==> src/rtl/muldiv_pkg.sv <==
// Shared definitions for the muldiv unit (shift multiplier and shift divider).
// Contents: FSM state encoding, operand widths, special-case constants and
// the W-form extension helper. No ports.
// The divider's optional early-out path is enabled by the macro DIV_EARLY_OUT_EN.
package muldiv_pkg;

    localparam int unsigned XLEN  = 64;
    localparam int unsigned WLEN  = 32;
    localparam int unsigned CNT_W = 7;

    typedef enum logic [1:0] {
        IDLE = 2'd0,
        CALC = 2'd1,
        DONE = 2'd2
    } div_state_e;

    localparam logic [XLEN-1:0] DIV_ZERO_Q = '1;
    localparam logic [XLEN-1:0] INT_MIN64  = {1'b1, {(XLEN-1){1'b0}}};
    localparam logic [WLEN-1:0] INT_MIN32  = {1'b1, {(WLEN-1){1'b0}}};

    // Widen a 32-bit W-form value to XLEN, sign- or zero-extending.
    function automatic logic [XLEN-1:0] wext(input logic [WLEN-1:0] v, input logic sgn);
        return sgn ? {{(XLEN-WLEN){v[WLEN-1]}}, v} : {{(XLEN-WLEN){1'b0}}, v};
    endfunction

endpackage

==> src/rtl/div_abs_neg.sv <==
// Conditional two's-complement negation: res_o = neg_i ? -val_i : val_i.
// Used for operand magnitudes and for the final sign fix of the divider.
// Ports:
//   val_i  XLEN  input value
//   neg_i  1     negate when 1
//   res_o  XLEN  result (combinational)
module div_abs_neg
    import muldiv_pkg::*;
(
    input  logic [XLEN-1:0] val_i,
    input  logic            neg_i,
    output logic [XLEN-1:0] res_o
);

    assign res_o = neg_i ? (~val_i + XLEN'(1)) : val_i;

endmodule

==> src/rtl/div_shift_64clk.sv <==
// Iterative radix-2 restoring divider for DIV/DIVU/REM/REMU and their W forms.
// One quotient bit per CALC cycle; quotient and remainder produced together.
// Ports:
//   clk, rst              clock, synchronous active-high reset
//   div_valid, div_ready  request handshake (ready == idle)
//   flush                 abort current operation, priority over accept
//   divw, div_signed      W-form select, signed select
//   dividend, divisor     operands (latched at accept)
//   out_valid             one-cycle result pulse
//   quotient, remainder   results, held until the next completion
// Optional: define DIV_EARLY_OUT_EN to skip CALC for divide-by-zero, signed
// overflow and |dividend| < |divisor|.
module div_shift_64clk
    import muldiv_pkg::*;
(
    input  logic            clk,
    input  logic            rst,
    input  logic            div_valid,
    input  logic            flush,
    input  logic            divw,
    input  logic            div_signed,
    input  logic [XLEN-1:0] dividend,
    input  logic [XLEN-1:0] divisor,
    output logic            div_ready,
    output logic            out_valid,
    output logic [XLEN-1:0] quotient,
    output logic [XLEN-1:0] remainder
);

    div_state_e       state_q, state_d;
    logic [CNT_W-1:0] cnt_q, cnt_d;
    logic [XLEN-1:0]  rem_q, rem_d;
    logic [XLEN-1:0]  quo_q, quo_d;
    logic [XLEN-1:0]  dsr_q, dsr_d;
    logic [XLEN-1:0]  dvd_q, dvd_d;
    logic [XLEN-1:0]  quotient_q, quotient_d;
    logic [XLEN-1:0]  remainder_q, remainder_d;
    logic             w_q, w_d;
    logic             sq_q, sq_d;
    logic             sr_q, sr_d;
    logic             dz_q, dz_d;
    logic             ovf_q, ovf_d;
    logic             valid_q, valid_d;
    logic             ready_q, ready_d;

    logic [XLEN-1:0]  a_eff_c, b_eff_c, a_mag_c, b_mag_c, a_dvd_c;
    logic             a_neg_c, b_neg_c, dz_c, ovf_c, accept_c;
    logic [XLEN:0]    shl_c, diff_c;
    logic [XLEN-1:0]  rem_nx_c, quo_nx_c, q_fix_c, r_fix_c, res_q_c, res_r_c;
    logic [CNT_W-1:0] n_c, cnt_inc_c;

    // Effective operands and special-case detection from the live inputs.
    always_comb begin
        a_eff_c = divw ? wext(dividend[WLEN-1:0], div_signed) : dividend;
        b_eff_c = divw ? wext(divisor[WLEN-1:0], div_signed)  : divisor;
        // Reported dividend is always sign-extended in W-form, even unsigned.
        a_dvd_c = divw ? wext(dividend[WLEN-1:0], 1'b1) : dividend;
        a_neg_c = div_signed & a_eff_c[XLEN-1];
        b_neg_c = div_signed & b_eff_c[XLEN-1];
        dz_c    = (b_eff_c == '0);
        ovf_c   = div_signed && (b_eff_c == '1) &&
                  (a_eff_c == (divw ? wext(INT_MIN32, 1'b1) : INT_MIN64));
    end

    div_abs_neg u_abs_a (.val_i(a_eff_c), .neg_i(a_neg_c), .res_o(a_mag_c));
    div_abs_neg u_abs_b (.val_i(b_eff_c), .neg_i(b_neg_c), .res_o(b_mag_c));

`ifdef DIV_EARLY_OUT_EN
    logic lt_c;
    assign lt_c = (a_mag_c < b_mag_c);
`endif

    assign accept_c = div_valid & ready_q & ~flush;

    // One restoring step: shift {rem, quo} left, trial-subtract in XLEN+1 bits.
    always_comb begin
        shl_c    = {rem_q, quo_q[XLEN-1]};
        diff_c   = shl_c - {1'b0, dsr_q};
        rem_nx_c = diff_c[XLEN] ? shl_c[XLEN-1:0] : diff_c[XLEN-1:0];
        quo_nx_c = {quo_q[XLEN-2:0], ~diff_c[XLEN]};
    end

    // Sign fix operates on the final step's output so DONE follows the last step.
    div_abs_neg u_fix_q (.val_i(quo_nx_c), .neg_i(sq_q), .res_o(q_fix_c));
    div_abs_neg u_fix_r (.val_i(rem_nx_c), .neg_i(sr_q), .res_o(r_fix_c));

    // Final result selection, special cases override the iterated value.
    always_comb begin
        if (dz_q) begin
            res_q_c = DIV_ZERO_Q;
            res_r_c = dvd_q;
        end else if (ovf_q) begin
            res_q_c = dvd_q;
            res_r_c = '0;
        end else if (w_q) begin
            res_q_c = wext(q_fix_c[WLEN-1:0], 1'b1);
            res_r_c = wext(r_fix_c[WLEN-1:0], 1'b1);
        end else begin
            res_q_c = q_fix_c;
            res_r_c = r_fix_c;
        end
    end

    assign n_c       = w_q ? CNT_W'(WLEN) : CNT_W'(XLEN);
    assign cnt_inc_c = cnt_q + CNT_W'(1);

    // Next-state and datapath control.
    always_comb begin
        state_d     = state_q;
        cnt_d       = cnt_q;
        rem_d       = rem_q;
        quo_d       = quo_q;
        dsr_d       = dsr_q;
        dvd_d       = dvd_q;
        quotient_d  = quotient_q;
        remainder_d = remainder_q;
        w_d         = w_q;
        sq_d        = sq_q;
        sr_d        = sr_q;
        dz_d        = dz_q;
        ovf_d       = ovf_q;
        valid_d     = 1'b0;

        if (flush) begin
            state_d = IDLE;
        end else begin
            unique case (state_q)
                IDLE: begin
                    if (accept_c) begin
                        w_d     = divw;
                        sq_d    = a_neg_c ^ b_neg_c;
                        sr_d    = a_neg_c;
                        dz_d    = dz_c;
                        ovf_d   = ovf_c;
                        dvd_d   = a_dvd_c;
                        dsr_d   = b_mag_c;
                        rem_d   = '0;
                        // W-form dividend sits in the top half so 32 steps consume it.
                        quo_d   = divw ? {a_mag_c[WLEN-1:0], {(XLEN-WLEN){1'b0}}} : a_mag_c;
                        cnt_d   = '0;
                        state_d = CALC;
`ifdef DIV_EARLY_OUT_EN
                        if (dz_c || ovf_c || lt_c) begin
                            state_d     = DONE;
                            valid_d     = 1'b1;
                            quotient_d  = dz_c ? DIV_ZERO_Q : (ovf_c ? a_dvd_c : '0);
                            remainder_d = ovf_c ? '0 : a_dvd_c;
                        end
`endif
                    end
                end
                CALC: begin
                    rem_d = rem_nx_c;
                    quo_d = quo_nx_c;
                    cnt_d = cnt_inc_c;
                    if (cnt_inc_c == n_c) begin
                        state_d     = DONE;
                        valid_d     = 1'b1;
                        quotient_d  = res_q_c;
                        remainder_d = res_r_c;
                    end
                end
                DONE: begin
                    state_d = IDLE;
                end
                default: begin
                    state_d = IDLE;
                end
            endcase
        end

        ready_d = (state_d == IDLE);
    end

    always_ff @(posedge clk) begin
        if (rst) begin
            state_q     <= IDLE;
            cnt_q       <= '0;
            rem_q       <= '0;
            quo_q       <= '0;
            dsr_q       <= '0;
            dvd_q       <= '0;
            quotient_q  <= '0;
            remainder_q <= '0;
            w_q         <= 1'b0;
            sq_q        <= 1'b0;
            sr_q        <= 1'b0;
            dz_q        <= 1'b0;
            ovf_q       <= 1'b0;
            valid_q     <= 1'b0;
            ready_q     <= 1'b1;
        end else begin
            state_q     <= state_d;
            cnt_q       <= cnt_d;
            rem_q       <= rem_d;
            quo_q       <= quo_d;
            dsr_q       <= dsr_d;
            dvd_q       <= dvd_d;
            quotient_q  <= quotient_d;
            remainder_q <= remainder_d;
            w_q         <= w_d;
            sq_q        <= sq_d;
            sr_q        <= sr_d;
            dz_q        <= dz_d;
            ovf_q       <= ovf_d;
            valid_q     <= valid_d;
            ready_q     <= ready_d;
        end
    end

    // A flush arriving during DONE still suppresses the result pulse.
    assign out_valid = valid_q & ~flush;
    assign div_ready = ready_q;
    assign quotient  = quotient_q;
    assign remainder = remainder_q;

endmodule

==> config.mk <==
export PLATFORM = sky130hd
export DESIGN_NAME = div_shift_64clk
export DESIGN_NICKNAME = d
export VERILOG_FILES = /design/src/rtl/muldiv_pkg.sv /design/src/rtl/div_abs_neg.sv /design/src/rtl/div_shift_64clk.sv
export SDC_FILE = /design/constraint.sdc
export NUM_CORES = 1
export LEC_CHECK = 0
export BUFFER_PORTS_ARGS = -buffer_cell sky130_fd_sc_hd__buf_4
export CORE_ASPECT_RATIO = 2
export CORE_UTILIZATION = 35
export CTS_CLUSTER_DIAMETER = 30
export CTS_CLUSTER_SIZE = 10
export DETAILED_ROUTE_END_ITERATION = 8
export GPL_TIMING_DRIVEN = 0
export PLACE_DENSITY_LB_ADDON = 0.2
export SLEW_MARGIN = 10
export SYNTH_ARGS = -nofsm -noshare
export SYNTH_HDL_FRONTEND = slang
export SYNTH_SLANG_ARGS = --single-unit
export TNS_END_PERCENT = 10
==> constraint.sdc <==
create_clock -name clk -period 18.08 [get_ports clk]
set_clock_uncertainty 0.05 [all_clocks]
set_input_delay 2.712 -clock clk [delete_from_list [all_inputs] [get_ports clk]]
set_output_delay 2.712 -clock clk [all_outputs]
set_load 0.05 [all_outputs]
# ---- Word-level counts from Yosys, hierarchy flattened
# Cells that the tools add are included.
dict set report totals {
  elab_cells 79
  out_inout_bits 130
  regBits 400
  inputBits 134
}
dict set report classes {
  n_eq_ne 5
  muxes 30
  bitwise_logic 13
  n_reduce_logical 10
  addsub 6
}
# cell count
set ops {}
lappend ops {{64-bit two-way mux} 19}
lappend ops {{64-bit by 1-bit adder with 64-bit output, second input constant} 4}
lappend ops {{64-bit inverter} 4}
lappend ops {{64-bit one-hot mux with 2 select lines} 2}
lappend ops {{65-bit by 64-bit subtractor with 65-bit output} 1}
lappend ops {{64-bit == test} 1}
lappend ops {{64-bit == test, second input constant} 1}
lappend ops {{64-bit zero test} 1}
lappend ops {{63-bit two-way mux} 1}
lappend ops {{7-bit two-way mux} 2}
lappend ops {{7-bit one-hot mux with 2 select lines} 1}
lappend ops {{3-bit AND reduction} 3}
lappend ops {{7-bit by 1-bit adder with 7-bit output, second input constant} 1}
lappend ops {{7-bit == test} 1}
lappend ops {{2-bit two-way mux} 3}
lappend ops {{1-bit AND} 5}
lappend ops {{2-bit zero test} 2}
lappend ops {{2-bit one-hot mux with 2 select lines} 1}
lappend ops {{1-bit inverter} 3}
lappend ops {{3-bit OR reduction} 1}
lappend ops {{2-bit by 1-bit == test with 1-bit output, second input constant} 1}
lappend ops {{1-bit logical AND} 2}
lappend ops {{2-bit inequality test, second input constant} 1}
lappend ops {{2-bit nonzero test} 1}
lappend ops {{other kinds (2)} 2}

# ---- Longest topological paths before layout
dict set report logic_depth {
  ltp_word 8
  mapped_depth 30
  depth_no_buf 25
}

# ---- By module
# Synthesis repeated with hierarchy kept, for this count alone.
dict set report hier_totals {
  cells_unflattened 3889
  hier_area_um2 29837.4
}
# module area_each_um2 instances cells_each seq_area_each_um2
set by_module_without_submodules {}
lappend by_module_without_submodules {div_shift_64clk 23241.0 1 3065 8007.7}
lappend by_module_without_submodules {div_abs_neg 1649.1 4 206 0.0}

# ---- Least setup slack after synthesis
# Ideal clock, no wire load.
dict set report synth_path {
  path_type {register to register}
  startpoint {reg quo_q[63]}
  endpoint {reg quotient_q[60], in the netlist quotient[60]}
  synth_period_minus_slack_ns 6.243
  required_time_ns 17.938
  arrival_time_ns 6.101
  setup_ns 0.092
  slack_ns 11.837
  path_buffers 6
  stages_incl_launch_ff 30
  path_cell_list {dfxtp_1 -> inv_1 -> ha_1 -> fa_1 -> nor2b_1 -> o31a_1 -> o21ai_4 -> o21ai_2 -> a221oi_4 -> o21ai_1 -> nor2_1 -> inv_2 -> buf_2 -> buf_2 -> clkbuf_1 -> clkbuf_1 -> buf_1 -> ha_1 -> nand3b_1 -> or3_1 -> or3_1 -> clkbuf_1 -> or2_1 -> nand2b_1 -> or2_1 -> nand2b_1 -> o41ai_1 -> xnor2_1 -> a21oi_1 -> nor4_1}
}
dict set report synth_via {
  elab_chain_len 8
}
# item line_no
set synth_lines {}
lappend synth_lines {{start, declared} div_shift_64clk.sv:33} ;# logic [XLEN-1:0] quo_q, quo_d;
lappend synth_lines {{start signal, assigned} div_shift_64clk.sv:196} ;# quo_q <= quo_d;
lappend synth_lines {{65-bit by 64-bit subtractor with 65-bit output} div_shift_64clk.sv:78} ;# diff_c = shl_c - {1'b0, dsr_q};
lappend synth_lines {{1-bit inverter} div_shift_64clk.sv:80} ;# quo_nx_c = {quo_q[XLEN-2:0], ~diff_c[XLEN]};
lappend synth_lines {{64-bit inverter} div_abs_neg.sv:15} ;# assign res_o = neg_i ? (~val_i + XLEN'(1)) : val_i;
lappend synth_lines {{64-bit by 1-bit adder with 64-bit output} div_abs_neg.sv:15}
lappend synth_lines {{64-bit two-way mux} div_abs_neg.sv:15}
lappend synth_lines {{64-bit two-way mux} div_shift_64clk.sv:95} ;# end else if (w_q) begin
lappend synth_lines {{64-bit two-way mux} div_shift_64clk.sv:92} ;# end else if (ovf_q) begin
lappend synth_lines {{64-bit two-way mux} div_shift_64clk.sv:89} ;# if (dz_q) begin
lappend synth_lines {{end signal, assigned} div_shift_64clk.sv:199} ;# quotient_q <= quotient_d;
lappend synth_lines {{end, declared} div_shift_64clk.sv:36} ;# logic [XLEN-1:0] quotient_q, quotient_d;
# No other way between the ends.
# A chain may end at the register's enable or synchronous reset.

# ---- Final worst setup path
dict set report layout_path {
  startpoint {reg rem_q[14]}
  endpoint {reg quotient_q[60], in the netlist quotient[60]}
}
dict set report layout_via {
  elab_chain_len 8
}
# item line_no
set layout_lines {}
lappend layout_lines {{start, declared} div_shift_64clk.sv:32} ;# logic [XLEN-1:0] rem_q, rem_d;
lappend layout_lines {{start signal, assigned} div_shift_64clk.sv:195} ;# rem_q <= rem_d;
lappend layout_lines {{65-bit by 64-bit subtractor with 65-bit output} div_shift_64clk.sv:78}
lappend layout_lines {{1-bit inverter} div_shift_64clk.sv:80}
lappend layout_lines {{64-bit inverter} div_abs_neg.sv:15}
lappend layout_lines {{64-bit by 1-bit adder with 64-bit output} div_abs_neg.sv:15}
lappend layout_lines {{64-bit two-way mux} div_abs_neg.sv:15}
lappend layout_lines {{64-bit two-way mux} div_shift_64clk.sv:95}
lappend layout_lines {{64-bit two-way mux} div_shift_64clk.sv:92}
lappend layout_lines {{64-bit two-way mux} div_shift_64clk.sv:89}
# No other way between the ends.

==> metrics.md <==
| Metric | Value |
|---|---|
| Status | `complete, but fails checks` |
| Violated checks | `capacitance limit` |
| # fillers | `8,631` |
| Placed cell count | `5,254` |
| Crit. End Element | `register` |
| Clock sink total | `400` |
| R2R depth | `28` |
| Async set-reset flop share out of synthesis | `0` |
| IO Port Bufs | `258` |
| Antenna violations before repair | `3` |
| Hold Vio Cnt, Final | `0` |
| Logic gate share of total power | `0.176` |
| Top_reg_cell synth | `dfxtp_1` |
| Area growth syn-to-layout | `22.07%` |
| Pleak | `13.12 nW` |
| Post-route cell area | `34,440 µm²` |
| Highest-delay cell along the critical path | `clkbuf_1` |
| Crit Path Class | `reg -> reg` |
| Chip width | `202.8 µm` |
| Die area | `81,830 µm²` |
| Ys Warns | `0` |
| Fin util | `0.4335` |
| Vias | `34,340` |
| Drt initial violations | `3,213` |
| Relative slew slack | `0.005794` |
| Level count of the clock H-tree | `3` |
| Nets | `4,506` |
| Initial Utilization | `0.3551` |
| Post-synthesis sequential area ratio | `0.2838` |
| Mapped Area | `28,220 µm²` |
| Gate Count Post-Synth | `3,960` |
| Seq cells post-synth | `400` |
| Hold depth | `2` |
| Tcrit/Tclk final | `0.5694` |
| First-pass GRT wire length | `244.6 mm` |
| Final Setup Violations | `0` |
| Fin cells | `5,412` |
| Syn nets | `4,165` |
| Switching power | `1.020 mW` |
| # DRC | `0` |
| RSZ-0062 raised after global routing | `no` |
| Post-CTS setup repair buffer count | `0` |
| GRT Total Usage | `0.4211` |
| Vias in the first global route | `34,060` |
| CP startpoint kind | `register` |
| Row count | `146` |
| Peak supply drop | `65.55 µV` |
| Worst Path Required | `18.59 ns` |
| Gpl congestion | `1.058` |
| DIE HEIGHT | `403.5 µm` |
| Max frequency | `0.09713 GHz` |
| Min-Delay Path Class | `reg -> reg` |
| Grt total ovfl | `0` |
| Netlist cell types | `93` |
| Clk slew on worst S/H paths | `0.05 ns` |
| Final worst path period need | `10.30 ns` |
| Root buf cell | `clkbuf_16` |
| CTS tree | `built` |
| Antenna Violating Nets Remaining | `0` |
| Vias per inst | `6.346` |
| Internal power | `2.130 mW` |
| DP Area | `31,490 µm²` |
| Worst path max stage delay | `0.82 ns` |
| Critical Path AT | `10.80 ns` |
| Num CTS Buffers | `81` |
| CTS Hold Bufs | `0` |
| P per Cell Area | `91.44 nW/µm²` |
| Least-Margin Pin Slew | `1.481 ns` |
| Pins Over Slew Limit | `0` |
| Mean Syn Cell Area | `7.126 µm²` |
| Clk buf depth | `3` |
| Min Hold Slack | `0.4036 ns` |
| Clock Power Share | `0.524` |
| Skew-Pair Late Insertion Delay | `0.69 ns` |
| Sw frac | `0.3237` |
| Setup TNS | `0 ns` |
| WL per Instance | `32.51 µm` |
| Drt total wl | `176.0 mm` |
| Final HPWL DP | `142.2 mm` |
| Maxcap violations | `1` |
| Register share of total power | `0.300` |
| CP Max Fanout | `10` |
| Post-synth EDFFs | `0` |
| 1st-pass router iterations | `9` |
| Layout cells sized above 1 | `0.1106` |
| PostCTS Resize Cnt | `0` |
| IO Count | `264` |
| Core box area | `79,460 µm²` |
| Largest net degree at the start of global routing | `12` |
[layout make-up]
class                      instances  area, µm²  share of cell area
antenna                            8      20.02           0.0005812
buffer                           281       1090             0.03164
clock buffer                      95       2161             0.06273
clock inverter                    55      778.2             0.02259
inverter                         108      405.4             0.01177
multi-input combinational       3171      18750              0.5443
sequential                       400       8008              0.2325
tap                             1036       1296             0.03763
timing repair buffer             258       1937             0.05623
[worst max-delay path, delay by kind of cell (launching register included)]
kind,cells,cell delay [ns]
and+or+nand+nor,9,2.76
adders and majority gates,2,0.63
xor gates and xnor gates,1,0.36
DFF,1,0.55
AOI/OAI and AO/OA,8,2.40
buffers and inverters,8,3.41
[per-stage QoR]
| stage | power (mW) | worst slack (ns) |
|---|---|---|
| 2_1_floorplan | 1.240 | 11.84 |
| 3_3_place_gp | 1.490 | 8.387 |
| 3_5_place_dp | 1.490 | 8.289 |
| 4_1_cts | 3.128 | 8.237 |
| 5_1_grt | 3.208 | 7.686 |
| 6_report | 3.149 | 7.785 |
[logic make-up after synthesis]
family / count (synthesis) / synth area share
xor+xnor: 276 / 0.08567
flops: 400 / 0.2838
buf+inv: 389 / 0.05294
fa+ha+maj: 71 / 0.03175
mux: 44 / 0.01610
simple gates: 1599 / 0.2579
compound gates: 1181 / 0.2719
[power groups by stage]
stage	logic [mW]	clock network, mW	registers [mW]
after floorplan	0.296	0	0.944
after global placement	0.530	0	0.960
after detailed placement	0.529	0	0.961
after CTS	0.532	1.65	0.943
after global routing	0.576	1.69	0.945
final	0.555	1.65	0.944
[per-layer routing]
layer  vias to the layer above  track usage  wire length, µm
li1                      15120            -                -
met4                         0       0.4780            23060
met5                         -            0                0
met1                     16370       0.4027            56850
met3                       813      0.07014            11570
met2                      2048       0.7209            84470
[layout by cell type (no fill, tap or decap), types with 40 or more instances in the layout]
| cell type | n |
|---|---|
| inv_1 | 105 |
| o21ai_0 | 219 |
| a21oi_1 | 362 |
| ha_1 | 70 |
| a22oi_1 | 48 |
| nand2_1 | 484 |
| nor4_1 | 78 |
| nand4_1 | 50 |
| nor3_1 | 136 |
| nor2_1 | 565 |
| dfxtp_1 | 400 |
| o31ai_1 | 54 |
| buf_4 | 258 |
| a31oi_1 | 42 |
| xnor2_1 | 148 |
| clkbuf_16 | 82 |
| a211oi_1 | 109 |
| clkbuf_1 | 234 |
| or3_1 | 40 |
| xor2_1 | 128 |
| nand3_1 | 78 |
[registers in the layout, summed over array words and instances, names as in the netlist]
signal and flops:
div_ready 1, sr_q 1, quo_q 64, w_q 1
dvd_q 64, sq_q 1, cnt_q 7, rem_q 64
quotient 64, valid_q 1, dz_q 1, ovf_q 1
remainder 64, dsr_q 64, state_q 2
[cells in the mapped netlist, types with 70 or more instances]
master	count	area [µm²]
nor4_1	78	488.0
dfxtp_1	400	8008
xor2_1	128	1121
o21ai_0	220	1101
nor2_1	565	2121
inv_1	105	394.1
nor3_1	136	680.7
a21oi_1	362	1812
a211oi_1	109	818.3
nand2_1	484	1817
xnor2_1	148	1296
ha_1	70	875.8
nand3_1	78	390.4
clkbuf_1	228	855.8
[final timing paths]
kind / start / to / slack [ns]
max: rem_q[14]$_SDFFE_PP0P_ / quotient[60]$_SDFFE_PP0P_ / 7.78
min: dsr_q[56]$_SDFFE_PP0P_ / dsr_q[56]$_SDFFE_PP0P_ / 0.40
max reg2reg: rem_q[14]$_SDFFE_PP0P_ / quotient[60]$_SDFFE_PP0P_ / 7.78
min reg2reg: dsr_q[56]$_SDFFE_PP0P_ / dsr_q[56]$_SDFFE_PP0P_ / 0.40
(Power assumes the default switching activity.)
